File: src/rtl/apu_mem_arbiter_pkg.sv
// Shared types and sizes for the APU DDR3 read arbiter (package apu_pkg).
package apu_pkg;
  localparam int APU_MEM_ADDR_W = 29;
  localparam int APU_MEM_DATA_W = 64;
  localparam int APU_N_VOICES   = 4;

  typedef enum logic [1:0] {IDLE, ISSUE, WAIT, DONE} arb_state_t;

  function automatic int ptr_w(int n);
    return (n > 1) ? $clog2(n) : 1;
  endfunction
endpackage

File: src/rtl/apu_mem_arbiter_if.sv
// Fetcher-side and DDR3-side signals of the APU read arbiter.
interface apu_mem_arbiter_if #(
  parameter int N_REQ  = apu_pkg::APU_N_VOICES,
  parameter int ADDR_W = apu_pkg::APU_MEM_ADDR_W,
  parameter int DATA_W = apu_pkg::APU_MEM_DATA_W
);
  logic [N_REQ-1:0]             req_read_en;
  logic [N_REQ-1:0][ADDR_W-1:0] req_addr;
  logic [N_REQ-1:0]             req_ack;
  logic [DATA_W-1:0]            req_data;
  logic [ADDR_W-1:0]            mem_addr;
  logic                         mem_read_en;
  logic [DATA_W-1:0]            mem_data;
  logic                         mem_ack;
  logic                         timeout_err;

  modport slave (
    input  req_read_en, req_addr, mem_data, mem_ack,
    output req_ack, req_data, mem_addr, mem_read_en, timeout_err
  );
  modport master (
    output req_read_en, req_addr, mem_data, mem_ack,
    input  req_ack, req_data, mem_addr, mem_read_en, timeout_err
  );
endinterface

File: src/rtl/apu_mem_arbiter_rr_pick.sv
// Combinational round-robin picker: first pending index at or after rr_ptr, wrapping.
module apu_rr_pick import apu_pkg::*; #(
  parameter int N_REQ = APU_N_VOICES,
  parameter int PTR_W = ptr_w(N_REQ)
) (
  input  logic [N_REQ-1:0] pending,
  input  logic [PTR_W-1:0] rr_ptr,
  output logic [PTR_W-1:0] winner,
  output logic             any_pending
);
  int idx;

  always_comb begin
    winner      = '0;
    any_pending = 1'b0;
    idx         = 0;
    // scan farthest-first so the nearest pending index is the last to write
    for (int k = N_REQ - 1; k >= 0; k--) begin
      idx = (int'(rr_ptr) + k) % N_REQ;
      if (pending[PTR_W'(idx)]) begin
        winner      = PTR_W'(idx);
        any_pending = 1'b1;
      end
    end
  end
endmodule

File: src/rtl/apu_mem_arbiter.sv
// Round-robin arbiter sharing the APU's single DDR3 read port among sample fetchers.
// Optional abort of stuck reads: define APU_MEM_ARB_TIMEOUT_EN.
module apu_mem_arbiter import apu_pkg::*; #(
  parameter int N_REQ   = APU_N_VOICES,
  parameter int ADDR_W  = APU_MEM_ADDR_W,
  parameter int DATA_W  = APU_MEM_DATA_W,
  parameter int TIMEOUT = 255
) (
  input logic              clock,
  input logic              reset,
  apu_mem_arbiter_if.slave bus
);
  localparam int PTR_W = ptr_w(N_REQ);

  arb_state_t                   state;
  logic [N_REQ-1:0]             pending;
  logic [N_REQ-1:0][ADDR_W-1:0] addr_q;
  logic [PTR_W-1:0]             rr_ptr, grant, winner;
  logic                         any_pending;
  logic [N_REQ-1:0]             req_ack_q;
  logic [DATA_W-1:0]            req_data_q;
  logic [ADDR_W-1:0]            mem_addr_q;
  logic                         mem_read_en_q;
`ifdef APU_MEM_ARB_TIMEOUT_EN
  logic [7:0]                   wait_cnt;
  logic                         timeout_err_q;
`endif

  apu_rr_pick #(.N_REQ(N_REQ), .PTR_W(PTR_W)) u_pick (
    .pending     (pending),
    .rr_ptr      (rr_ptr),
    .winner      (winner),
    .any_pending (any_pending)
  );

  // a pulse on an already-pending requester is dropped; its first address stands
  always_ff @(posedge clock or posedge reset) begin
    if (reset) begin
      pending <= '0;
      addr_q  <= '0;
    end else begin
      for (int i = 0; i < N_REQ; i++) begin
        if (state == DONE && grant == PTR_W'(i)) begin
          pending[i] <= 1'b0;
        end else if (bus.req_read_en[i] && !pending[i]) begin
          pending[i] <= 1'b1;
          addr_q[i]  <= bus.req_addr[i];
        end
      end
    end
  end

  always_ff @(posedge clock or posedge reset) begin
    if (reset) begin
      state         <= IDLE;
      rr_ptr        <= '0;
      grant         <= '0;
      req_ack_q     <= '0;
      req_data_q    <= '0;
      mem_addr_q    <= '0;
      mem_read_en_q <= 1'b0;
`ifdef APU_MEM_ARB_TIMEOUT_EN
      wait_cnt      <= '0;
      timeout_err_q <= 1'b0;
`endif
    end else begin
      req_ack_q     <= '0;
      mem_read_en_q <= 1'b0;
      case (state)
        IDLE: if (any_pending) begin
          grant         <= winner;
          rr_ptr        <= (winner == PTR_W'(N_REQ - 1)) ? '0 : winner + PTR_W'(1);
          mem_addr_q    <= addr_q[winner];
          mem_read_en_q <= 1'b1;
          state         <= ISSUE;
        end
        ISSUE, WAIT: begin
          if (bus.mem_ack) begin
            req_ack_q  <= N_REQ'(1) << grant;
            req_data_q <= bus.mem_data;
            state      <= DONE;
          end else begin
`ifdef APU_MEM_ARB_TIMEOUT_EN
            if (state == ISSUE) begin
              wait_cnt <= '0;
              state    <= WAIT;
            end else if (wait_cnt + 8'd1 == 8'(TIMEOUT)) begin
              req_ack_q     <= N_REQ'(1) << grant;
              req_data_q    <= '0;
              timeout_err_q <= 1'b1;
              state         <= DONE;
            end else begin
              wait_cnt <= wait_cnt + 8'd1;
            end
`else
            state <= WAIT;
`endif
          end
        end
        DONE:    state <= IDLE;
        default: state <= IDLE;
      endcase
    end
  end

  assign bus.req_ack     = req_ack_q;
  assign bus.req_data    = req_data_q;
  assign bus.mem_addr    = mem_addr_q;
  assign bus.mem_read_en = mem_read_en_q;
`ifdef APU_MEM_ARB_TIMEOUT_EN
  assign bus.timeout_err = timeout_err_q;
`else
  // no abort path in this build, so the flag is constant low
  assign bus.timeout_err = (TIMEOUT < 0);
`endif

  always @(posedge clock) begin
    if (!reset) begin
      for (int i = 0; i < N_REQ; i++)
        assert (!(bus.req_read_en[i] && pending[i]))
          else $warning("apu_mem_arbiter: duplicate read pulse on pending requester %0d", i);
    end
  end
endmodule

File: src/flat_wrapper.sv
// flat-port wrapper written by rule: the top's interface ports become plain ports
module apu_mem_arbiter_flat import apu_pkg::*;
#(
  parameter int N_REQ   = APU_N_VOICES,
  parameter int ADDR_W  = APU_MEM_ADDR_W,
  parameter int DATA_W  = APU_MEM_DATA_W,
  parameter int TIMEOUT = 255
)
  (clock, reset, bus_req_read_en, bus_req_addr, bus_mem_data, bus_mem_ack, bus_req_ack, bus_req_data, bus_mem_addr, bus_mem_read_en, bus_timeout_err);
  apu_mem_arbiter_if #(.N_REQ(N_REQ), .ADDR_W(ADDR_W), .DATA_W(DATA_W)) bus_i ();
  input logic clock;
  input logic reset;
  input wire logic [$bits(bus_i.req_read_en)-1:0] bus_req_read_en;
  input wire logic [$bits(bus_i.req_addr)-1:0] bus_req_addr;
  input wire logic [$bits(bus_i.mem_data)-1:0] bus_mem_data;
  input wire logic [$bits(bus_i.mem_ack)-1:0] bus_mem_ack;
  output wire logic [$bits(bus_i.req_ack)-1:0] bus_req_ack;
  output wire logic [$bits(bus_i.req_data)-1:0] bus_req_data;
  output wire logic [$bits(bus_i.mem_addr)-1:0] bus_mem_addr;
  output wire logic [$bits(bus_i.mem_read_en)-1:0] bus_mem_read_en;
  output wire logic [$bits(bus_i.timeout_err)-1:0] bus_timeout_err;
  assign bus_i.req_read_en = bus_req_read_en;
  assign bus_i.req_addr = bus_req_addr;
  assign bus_i.mem_data = bus_mem_data;
  assign bus_i.mem_ack = bus_mem_ack;
  assign bus_req_ack = bus_i.req_ack;
  assign bus_req_data = bus_i.req_data;
  assign bus_mem_addr = bus_i.mem_addr;
  assign bus_mem_read_en = bus_i.mem_read_en;
  assign bus_timeout_err = bus_i.timeout_err;
  apu_mem_arbiter #(.N_REQ(N_REQ), .ADDR_W(ADDR_W), .DATA_W(DATA_W), .TIMEOUT(TIMEOUT)) u_core (.clock(clock), .reset(reset), .bus(bus_i));
endmodule
File: config.mk
export PLATFORM = sky130hd
export DESIGN_NAME = apu_mem_arbiter_flat
export DESIGN_NICKNAME = d
export VERILOG_FILES = /design/src/rtl/apu_mem_arbiter_pkg.sv /design/src/rtl/apu_mem_arbiter_if.sv /design/src/rtl/apu_mem_arbiter_rr_pick.sv /design/src/rtl/apu_mem_arbiter.sv /design/src/flat_wrapper.sv
export SDC_FILE = /design/constraint.sdc
export NUM_CORES = 1
export LEC_CHECK = 0
export CORE_ASPECT_RATIO = 0.8
export CORE_MARGIN = 2
export CORE_UTILIZATION = 47
export DETAILED_ROUTE_END_ITERATION = 10
export GPL_TIMING_DRIVEN = 0
export PLACE_DENSITY = 0.82
export SYNTH_ARGS = -nofsm -noshare
export SYNTH_HDL_FRONTEND = slang
export SYNTH_SLANG_ARGS = --single-unit
File: constraint.sdc
create_clock -name clock -period 10.5 [get_ports clock]
set_input_delay 2.1 -clock clock [delete_from_list [all_inputs] [get_ports clock]]
set_output_delay 2.1 -clock clock [all_outputs]
set_load 0.005 [all_outputs]
==> results of run 1 <==
==> cell type report <==
cell class / count / area (sq um)
sequential: 224 / 5605
inverter: 5 / 26.28
fill: 1466 / 6384
timing repair buffer: 285 / 2870
clock buffer: 32 / 649.4
tap: 264 / 330.3
buffer: 43 / 251.5
multi-input combinational: 373 / 3531
clock inverter: 8 / 93.84
==> metal layers <==
layer  routed length (um)  part of all wire [%]  global-route usage [%]  up-vias
met1                10250                    42                   29.34     3140
li1                     -                     -                       -     2949
met4                  516                   2.1                   4.893        0
met3                 2004                   8.2                   7.292       34
met2                11680                    48                   37.97      207
met5                    0                     0                       0        -
==> power by group through the flow <==
| stage | logic (mW) | registers, mW | clock network, mW |
|---|---|---|---|
| 2_1_floorplan | 1.13 | 1.51 | 0 |
| 3_3_place_gp | 1.84 | 1.53 | 0 |
| 3_5_place_dp | 1.88 | 1.55 | 0 |
| 4_1_cts | 1.90 | 1.54 | 0.827 |
| 5_1_grt | 2.02 | 1.59 | 0.863 |
| 6_report | 1.87 | 1.54 | 0.810 |
==> through the flow <==
stage / area, sq um / hold slack [ns] / setup WS [ns]
2_1_floorplan: 9407 / 0.4706 / 2.266
3_3_place_gp: 12580 / 0.4783 / -0.7380
3_5_place_dp: 12610 / 0.4844 / 6.608
4_1_cts: 13360 / 0.4983 / 6.932
5_1_grt: 13360 / 0.5133 / 6.914
6_report: 13360 / 0.4975 / 6.974
==> how the worst max path moves through the flow <==
stage                     slack (ns)                end                    start  cells past startpoint
after CTS                       6.93    bus_req_data[5]   u_core.bus.req_data[5]                      1
after floorplan                 2.27   u_core.addr_q[0]                    reset                      1
after global routing            6.91   bus_mem_addr[12]  u_core.bus.mem_addr[12]                      1
after detailed placement        6.61   u_core.addr_q[6]       bus_req_read_en[0]                      5
after global placement         -0.74  u_core.addr_q[82]                    reset                      2
final                           6.97   bus_req_data[39]  u_core.bus.req_data[39]                      1
==> cells by family (layout without fill, tap and decap cells) <==
kind of cell    Yosys count  in the layout  share of synthesized area [%]
flops                   224            224                          59.59
mux                     210            210                          24.74
simple gates             86             86                          4.922
compound gates           73             73                          7.475
buf+inv                  48            373                          2.873
fa+ha+maj                 2              2                         0.2660
other cells               1              1                        0.03987
xor+xnor                  1              1                        0.09313
==> flip-flops by register name, indices dropped and copies added (netlist names) <==
| signal | cells |
|---|---|
| u_core.state | 2 |
| u_core.grant | 2 |
| u_core.bus.req_data | 64 |
| u_core.bus.mem_read_en | 1 |
| u_core.addr_q | 116 |
| u_core.bus.mem_addr | 29 |
| u_core.rr_ptr | 2 |
| u_core.pending | 4 |
| u_core.bus.req_ack | 4 |
==> worst reg2reg max path, cell delays in order (launching register included) <==
cell,delay [ns]
dfrtp_1,0.40
ha_1,0.27
nor3b_1,0.17
nor3b_1,0.21
buf_2,0.34
buf_4,0.28
mux2_2,0.37
==> placed cells by master, fill, tap and decap left out, types with 7 or more instances in the layout <==
| cell | synthesis | routed |
|---|---|---|
| a211oi_1 | 28 | 28 |
| a211oi_2 | 30 | 30 |
| and3_1 | 29 | 29 |
| buf_2 | 22 | 22 |
| buf_4 | 7 | 7 |
| clkbuf_1 | 4 | 9 |
| clkbuf_16 | 0 | 23 |
| clkdlybuf4s50_1 | 0 | 284 |
| dfrtp_1 | 224 | 224 |
| mux2_2 | 180 | 180 |
| mux2i_1 | 30 | 30 |
| nor2_1 | 32 | 32 |
==> results.md, run 1 <==
- Status: completed
- Initial antenna violation count: 0
- Critical path cell sequence: clkdlybuf4s50_1
- Hold Crit Class: reg2reg
- Final setup fails: 0
- Period minus WS final: 3.526 ns
- TritonCTS clock tree: yes
- Clock Pin Slew Worst Setup and Hold Paths: 0.06 ns
- Clock power share: 19.2%
- Setup TNS: 0 ns
- Die Wd: 162.2 um
- Pint: 2.858 mW
- Cells after synthesis: 645
- Bufs on Longest Clock Path: 3
- Worst r2r dst: u_core.addr_q[6]
- CP max-delay cell: clkdlybuf4s50_1
- DP Cell Count: 1194
- Num CTS Buffers: 23
- Max-cap violations: 0
- Post-synth top cells: dfrtp_1 (224), mux2_2 (180), nor2_1 (32)
- Worst-path fanout max: 2
- # Post-CTS Setup Buffers: 0
- Cell taking the most area after synthesis: dfrtp_1
- Setup Skew: 0.009352 ns
- Comb power frac: 44.3%
- Routed len/inst: 19.81 um
- CTS H-tree depth: 1
- DR DRC count: 0
- CP delay by family, top: buffers and inverters
- Async SR Flop Fraction: 100.0%
- RSZ-0062 raised after global routing: false
- VDD IR max: 0.1829 mV
- Via density: 5.130
- First-pass GRT wire length: 37.28 mm
- Min-Delay Path Depth: 1
- Type of element capturing the critical path: primary output
- CP peak stage delay: 0.57 ns
- Post-route ant nets: 0
- Slew margin rel.: 46.54%
- Final Hold Vio Count: 0
- EDFF count, synth: 0
- Top-area cell type share of the netlist area: 59.59%
- CP Class: reg2out
- Ys flop type: dfrtp_1
- P_leak: 5.669 nW
- Number of library cell types mapped by synthesis: 41
- Hold Path End: u_core.addr_q[52]
- Routability cong.: 0.7779
- Vias in the first global route: 6806
- Count leader, synth: dfrtp_1
- Later-pin clock latency in the skew report: 0.50 ns
- Gr ovfl total: 0
- Maximum clock frequency: 0.2836 GHz
- Hpwl dp: 17.63 mm
- Vert. Die Dim: 130.5 um
- Share of cells above drive strength 1: 29.90%
- Synth top area cells: dfrtp_1 (60%), mux2_2 (22%), a211oi_2 (4.0%)
- Worst-margin pin slew: 0.8020 ns
- Cells on worst reg2reg path: 6
- Number of gates resized after CTS: 0
- I/O Buffers: 284
- Final Power: 4.219 mW
- Ant diodes: 0
- Number of placed I/O pins: 286
- Syn nets: 834
- Mean area per synthesized cell: 14.58 sq um
- Critical path launch point type: register
- Post-route insts no fill: 1234
- Switching power total: 1.361 mW
- Global-route usage over all layers: 22.69%
- Die area: 21170 sq um
- Reg power frac: 36.5%
- Reg2reg start: u_core.state[0]
- Vias: 6330
- Synthesized cell area: 9407 sq um
- DRT Pass-1 Iters: 6
- Crit path DAT: 1.43 ns
- Row count: 46
- Hold_sp: u_core.addr_q[52]
- NumNets Final: 1144
- Switch share: 32.25%
- Flop-to-flop setup slack: 8.34 ns
- Ys Warns: 0
- Largest net degree at the start of global routing: 117
- Post-synthesis sequential area ratio: 59.59%
- Starting density of the core: 47.65%
- Max Transition Viols Final: 0
- Core area: 19740 sq um
- CTS root buf: clkbuf_16
- Post-layout util: 67.66%
- Cell area power density: 315.8 nW/um^2
- Req. time, crit path: 8.40 ns
- Buf/Inv on CP: 1
- Routed wire length: 24.45 mm
- #FFs+latches synth: 224
- Syn-to-layout area delta: 42.01%
- Drt initial violations: 300
- CTS sink count: 224
- Number of hold buffers added after cts: 0
- Final worst path period share: 33.58%
Power figures use the tool's default switching activity.
==> inputs of run 2 (changes only) <==
- CORE_UTILIZATION: 47 -> 43
- PLACE_DENSITY: 0.82 -> 0.79
- clock period: 10.5 -> 3.2 ns (I/O delays scaled with it)
==> run 2 against run 1 <==
Compared with the run above:
- global-route usage decreased by 1.5 points
- clock power increased to 3.6 times the previous value
- worst setup slack got worse by 5.9 ns
- via count about the same
- sequential power increased to 3.3 times the previous value
- clock skew increased by 0.0028 ns
- first-iteration DRC count increased by 0.67%
- combinational power increased to 3.3 times the previous value
- cell area increased by 1.3%
- utilization decreased by 4.7 points
- largest power group unchanged
==> results.md, run 2 (same netlist as run 1, synthesis figures left out) <==
- Status: completed
- Number of placed I/O pins: 286
- Worst-path fanout max: 10
- Period minus WS final: 2.148 ns
- Largest net degree at the start of global routing: 42
- Routability cong.: 0.7585
- Syn-to-layout area delta: 43.92%
- CP max-delay cell: dfrtp_1
- Routing usage on met2: 35.19%
- Setup Skew: 0.01218 ns
- Bufs on Longest Clock Path: 3
- Cell area power density: 1040 nW/um^2
- Final Hold Vio Count: 0
- Starting density of the core: 43.75%
- Critical path cell sequence: ha_1 -> nor3b_1 -> nor3b_1 -> buf_2 -> buf_4 -> mux2_2
- # Post-CTS Setup Buffers: 0
- Most frequent CP cell: nor3b_1
- Number of hold buffers added after cts: 0
- Vias: 6324
- Req. time, crit path: 3.59 ns
- Routed len/inst: 19.63 um
- Num CTS Buffers: 24
- Setup WS post-layout: 1.052 ns
- Hold_ws: 0.4980 ns
- Commonest non-fill, non-tap cell in the layout: clkdlybuf4s50_1
- Share of cells above drive strength 1: 30.67%
- Critical path launch point type: register
- Setup TNS: 0 ns
- Max Transition Viols Final: 0
- P_leak: 5.747 nW
- Drt initial violations: 302
- Initial antenna violation count: 1
- Die area: 23080 sq um
- Hpwl dp: 18.04 mm
- I/O Buffers: 284
- Hold Crit Class: reg2reg
- Final setup fails: 0
- NumNets Final: 1149
- VDD IR max: 0.6698 mV
- Post-route insts no fill: 1251
- TritonCTS clock tree: yes
- Met3 Track Usage GR: 7.860%
- Row count: 48
- Max-cap violations: 0
- Max reg flops: 116
- Core area: 21500 sq um
- Via density: 5.055
- Final worst path period share: 67.12%
- Slew margin rel.: 40.91%
- Post-layout util: 62.97%
- Clock Pin Slew Worst Setup and Hold Paths: 0.06 ns
- DRT Pass-1 Iters: 4
- Post-route ant nets: 0
- Routed wire length: 24.55 mm
- CP peak stage delay: 0.40 ns
- Met1 Use GR: 26.57%
- CTS sink count: 224
- Gr ovfl total: 0
- Number of gates resized after CTS: 0
- Type of element capturing the critical path: register
- Later-pin clock latency in the skew report: 0.51 ns
- Area of the multi-input gates: 3531 sq um
- DR DRC count: 0
- Worst-margin pin slew: 0.8845 ns
- Crit path DAT: 2.54 ns
- CTS root buf: clkbuf_16
- Fillers: 1681
- Die Wd: 169.4 um
- Vert. Die Dim: 136.3 um
- Maximum clock frequency: 0.4656 GHz
- Post-Place Setup Slack: 0.7445 ns
- FF+latch area: 5605 sq um
- Most frequent cells in the layout: clkdlybuf4s50_1 (284), dfrtp_1 (224), mux2_2 (180), nor2_1 (32)
- Top reg by flops: u_core.addr_q
- Global-route usage over all layers: 21.16%
- GR peak layer: met2
- DP Cell Count: 1209
- RSZ-0062 raised after global routing: false
- First-pass GRT wire length: 37.47 mm
- Vias in the first global route: 6846
- CTS H-tree depth: 1
- CP Class: reg2reg
run 2: layout make-up:
class                           instances  area share, %
Sequential cell                       224          41.40
Multi-Input combinational cell        373          26.08
Timing Repair Buffer                  289          21.74
Clock buffer                           32          5.259
Tap cell                              275          2.542
Buffer                                 43          1.858
Clock inverter                          9         0.9335
Inverter                                5         0.1664
Antenna cell                            1        0.01848
run 2: power breakdown:
part           total, mW  leakage, nW  internal (mW)  switching [mW]
Sequential          5.02         2.65           4.29           0.736
Combinational       6.13         2.67           3.53            2.61
Clock               2.92        0.420           1.80            1.13
Total               14.1         5.75           9.61            4.47
run 2: worst max-delay path: cells and delay by family, from the launching register on:
kind	cells	cell delay [ns]
adders and majority gates	1	0.27
and+or+nand+nor	2	0.40
muxes	1	0.35
DFF	1	0.40
buffers and inverters	2	0.60
run 2: routing by layer:
| layer | vias to the layer above | part of all wire (%) |
|---|---|---|
| li1 | 2955 | - |
| met1 | 3123 | 41 |
| met2 | 210 | 48 |
| met3 | 36 | 9.3 |
| met4 | 0 | 2.0 |
| met5 | - | 0 |
run 2: path summary, 6_finish.rpt:
path / end / start / cells after the start / slack [ns]
worst max-delay path: u_core.addr_q[1] / u_core.state[0] / 6 / 1.05
worst min-delay path: u_core.addr_q[38] / u_core.addr_q[38] / 1 / 0.50
worst max register to register: u_core.addr_q[1] / u_core.state[0] / 6 / 1.05
worst min register to register: u_core.addr_q[38] / u_core.addr_q[38] / 1 / 0.50
max in group asynchronous: u_core.addr_q[85] / reset / 5 / 1.35
min in group asynchronous: u_core.addr_q[72] / reset / 2 / 0.66
run 2: metrics by stage:
step	power, mW	instance area, sq um
3_5_place_dp	11.27	12700
6_report	14.08	13540
5_1_grt	14.92	13540
4_1_cts	14.25	13540
3_3_place_gp	11.09	12600
2_1_floorplan	8.663	9410
==> inputs of run 3 (changes only) <==
- clock period: 3.2 -> 1.9 ns (I/O delays scaled with it)
==> run 3 against run 2 <==
Compared with the run above:
- non-clock buffer count rose by 1
- combinational power rose by 73%
- sequential power rose by 69%
- count of clock-buffer cells in the layout did not move
- register-to-register slack got worse by 0.95 ns
- final cell count barely moved
- wire length rose by 0.64%
- via count rose by 0.54%
- flip-flop and latch count did not move
- power rose by 70%
- critical path depth fell by 5
==> results.md, run 3 (same netlist as run 1, synthesis figures left out) <==
- NumNets Final: 1150
- Gr ovfl total: 0
- RSZ-0062 raised after global routing: true
- Final Hold Vio Count: 0
- CTS H-tree depth: 1
- Later-pin clock latency in the skew report: 0.51 ns
- Bufs on Longest Clock Path: 3
- Type of element capturing the critical path: primary output
- Post-route ant nets: 0
- Worst-margin pin slew: 0.8831 ns
- Final worst path period share: 96.69%
- Routability cong.: 0.7585
- VDD IR max: 1.129 mV
- Max reg flops: 116
- Req. time, crit path: 1.52 ns
- Setup Skew: 0.01155 ns
- Critical Path Source: u_core.bus.req_data[9]
- Die Wd: 169.4 um
- Fillers: 1657
- Vias in the first global route: 6861
- Hold Crit Class: in2async
- CTS root buf: clkbuf_16
- Core area: 21500 sq um
- Vert. Die Dim: 136.3 um
- Critical path launch point type: register
- Largest net degree at the start of global routing: 42
- Number of hold buffers added after cts: 0
- Hpwl dp: 18.04 mm
- Global-route usage over all layers: 21.22%
- Critical path depth in cells: 1
- Die area: 23080 sq um
- Critical path cell sequence: clkdlybuf4s50_1
- Syn-to-layout area delta: 45.02%
- Drt initial violations: 329
- Starting density of the core: 43.75%
- Final setup fails: 0
- Cell area power density: 1758 nW/um^2
- CP max-delay cell: clkdlybuf4s50_1
- Via density: 5.078
- Maximum clock frequency: 0.5444 GHz
- Area of the multi-input gates: 3568 sq um
- Most frequent cells in the layout: clkdlybuf4s50_1 (284), dfrtp_1 (221), mux2_2 (180), nor2_1 (32)
- TritonCTS clock tree: yes
- Worst-path fanout max: 2
- I/O Buffers: 284
- First-pass GRT wire length: 37.60 mm
- Row count: 48
- Number of placed I/O pins: 286
- Num CTS Buffers: 24
- Routed wire length: 24.71 mm
- CP delay by family, top: buffers and inverters
- DRT Pass-1 Iters: 4
- Status: completed
- Max Transition Viols Final: 0
- DR DRC count: 0
- P_leak: 5.795 nW
- CTS sink count: 224
- Vias: 6358
- Slew margin rel.: 41.01%
- FF+latch area: 5609 sq um
- Clock Pin Slew Worst Setup and Hold Paths: 0.06 ns
- CP Class: reg2out
- Cells on worst reg2reg path: 9
- Reg2reg start: u_core.state[0]
- Buf/Inv on CP: 1
- Top reg by flops: u_core.addr_q
- Routed len/inst: 19.74 um
- Setup TNS: 0 ns
- CP peak stage delay: 0.60 ns
- Commonest non-fill, non-tap cell in the layout: clkdlybuf4s50_1
- Period minus WS final: 1.837 ns
- Share of cells above drive strength 1: 32.07%
- Crit path DAT: 1.46 ns
- Initial antenna violation count: 1
- Max-cap violations: 0
- Final Power: 23.98 mW
[run 3: cell types whose count changed in the layout (fill, tap and decap cells not counted), moves of 3 or more]
cell / change
dfrtp_2: +3
buf_1: -4
buf_4: +7
buf_6: +4
buf_2: -8
dfrtp_1: -3
[run 3: what timing repair did]
item / CTS / global route
pin swaps: 1 / 1
setup endpoints to repair: 98 / 96
resized for setup: 17 / 18
buffers inserted: 1 / 3
endpoints found under the hold margin: 0 / 0
[run 3: layer usage]
metal | vias to the layer above | part of all wire [%] | GRT usage [%]
met5 | - | 0 | 0
met4 | 0 | 1.9 | 4.558
met3 | 36 | 9.4 | 7.802
met2 | 221 | 48 | 35.49
met1 | 3148 | 41 | 26.57
li1 | 2953 | - | -
[run 3: cell type report]
type,instances,share of cell area (%)
clock buffers,32,5.219
plain buffers,40,2.036
flip-flops and latches,224,41.12
inverters,5,0.1834
diodes,1,0.01834
repair buffers,293,21.82
multi-input cells,373,26.16
clock inverters,9,0.9264
well taps,275,2.522
[run 3: worst paths after layout]
kind / end / slack, ns
min in group clock: u_core.pending[0] / 0.46
max in group asynchronous: u_core.bus.mem_addr[1] / 0.32
worst min-delay path: u_core.addr_q[72] / 0.40
worst max-delay path: bus_req_data[9] / 0.06
worst min register to register: u_core.addr_q[36] / 0.50
worst max register to register: u_core.bus.mem_addr[25] / 0.10
[run 3: metrics by stage]
step | area [sq um] | worst slack (ns) | util, % | instances | hold WS, ns
after floorplan | 9410 | -1.404 | - | 645 | 0.4706
after global placement | 12600 | -3.222 | 58.59 | 1204 | 0.4779
after detailed placement | 12700 | -0.2955 | 59.05 | 1209 | 0.4840
after CTS | 13580 | -0.01927 | 63.18 | 1251 | 0.4060
after global routing | 13640 | -0.02357 | 63.44 | 1251 | 0.4602
final | 13640 | 0.06295 | 63.45 | 1252 | 0.3975
[run 3: where the power goes]
part	total [mW]	switching [mW]	internal, mW
clock network	4.92	1.89	3.03
registers	8.49	1.27	7.22
logic	10.6	4.48	6.09
total	24.0	7.64	16.3
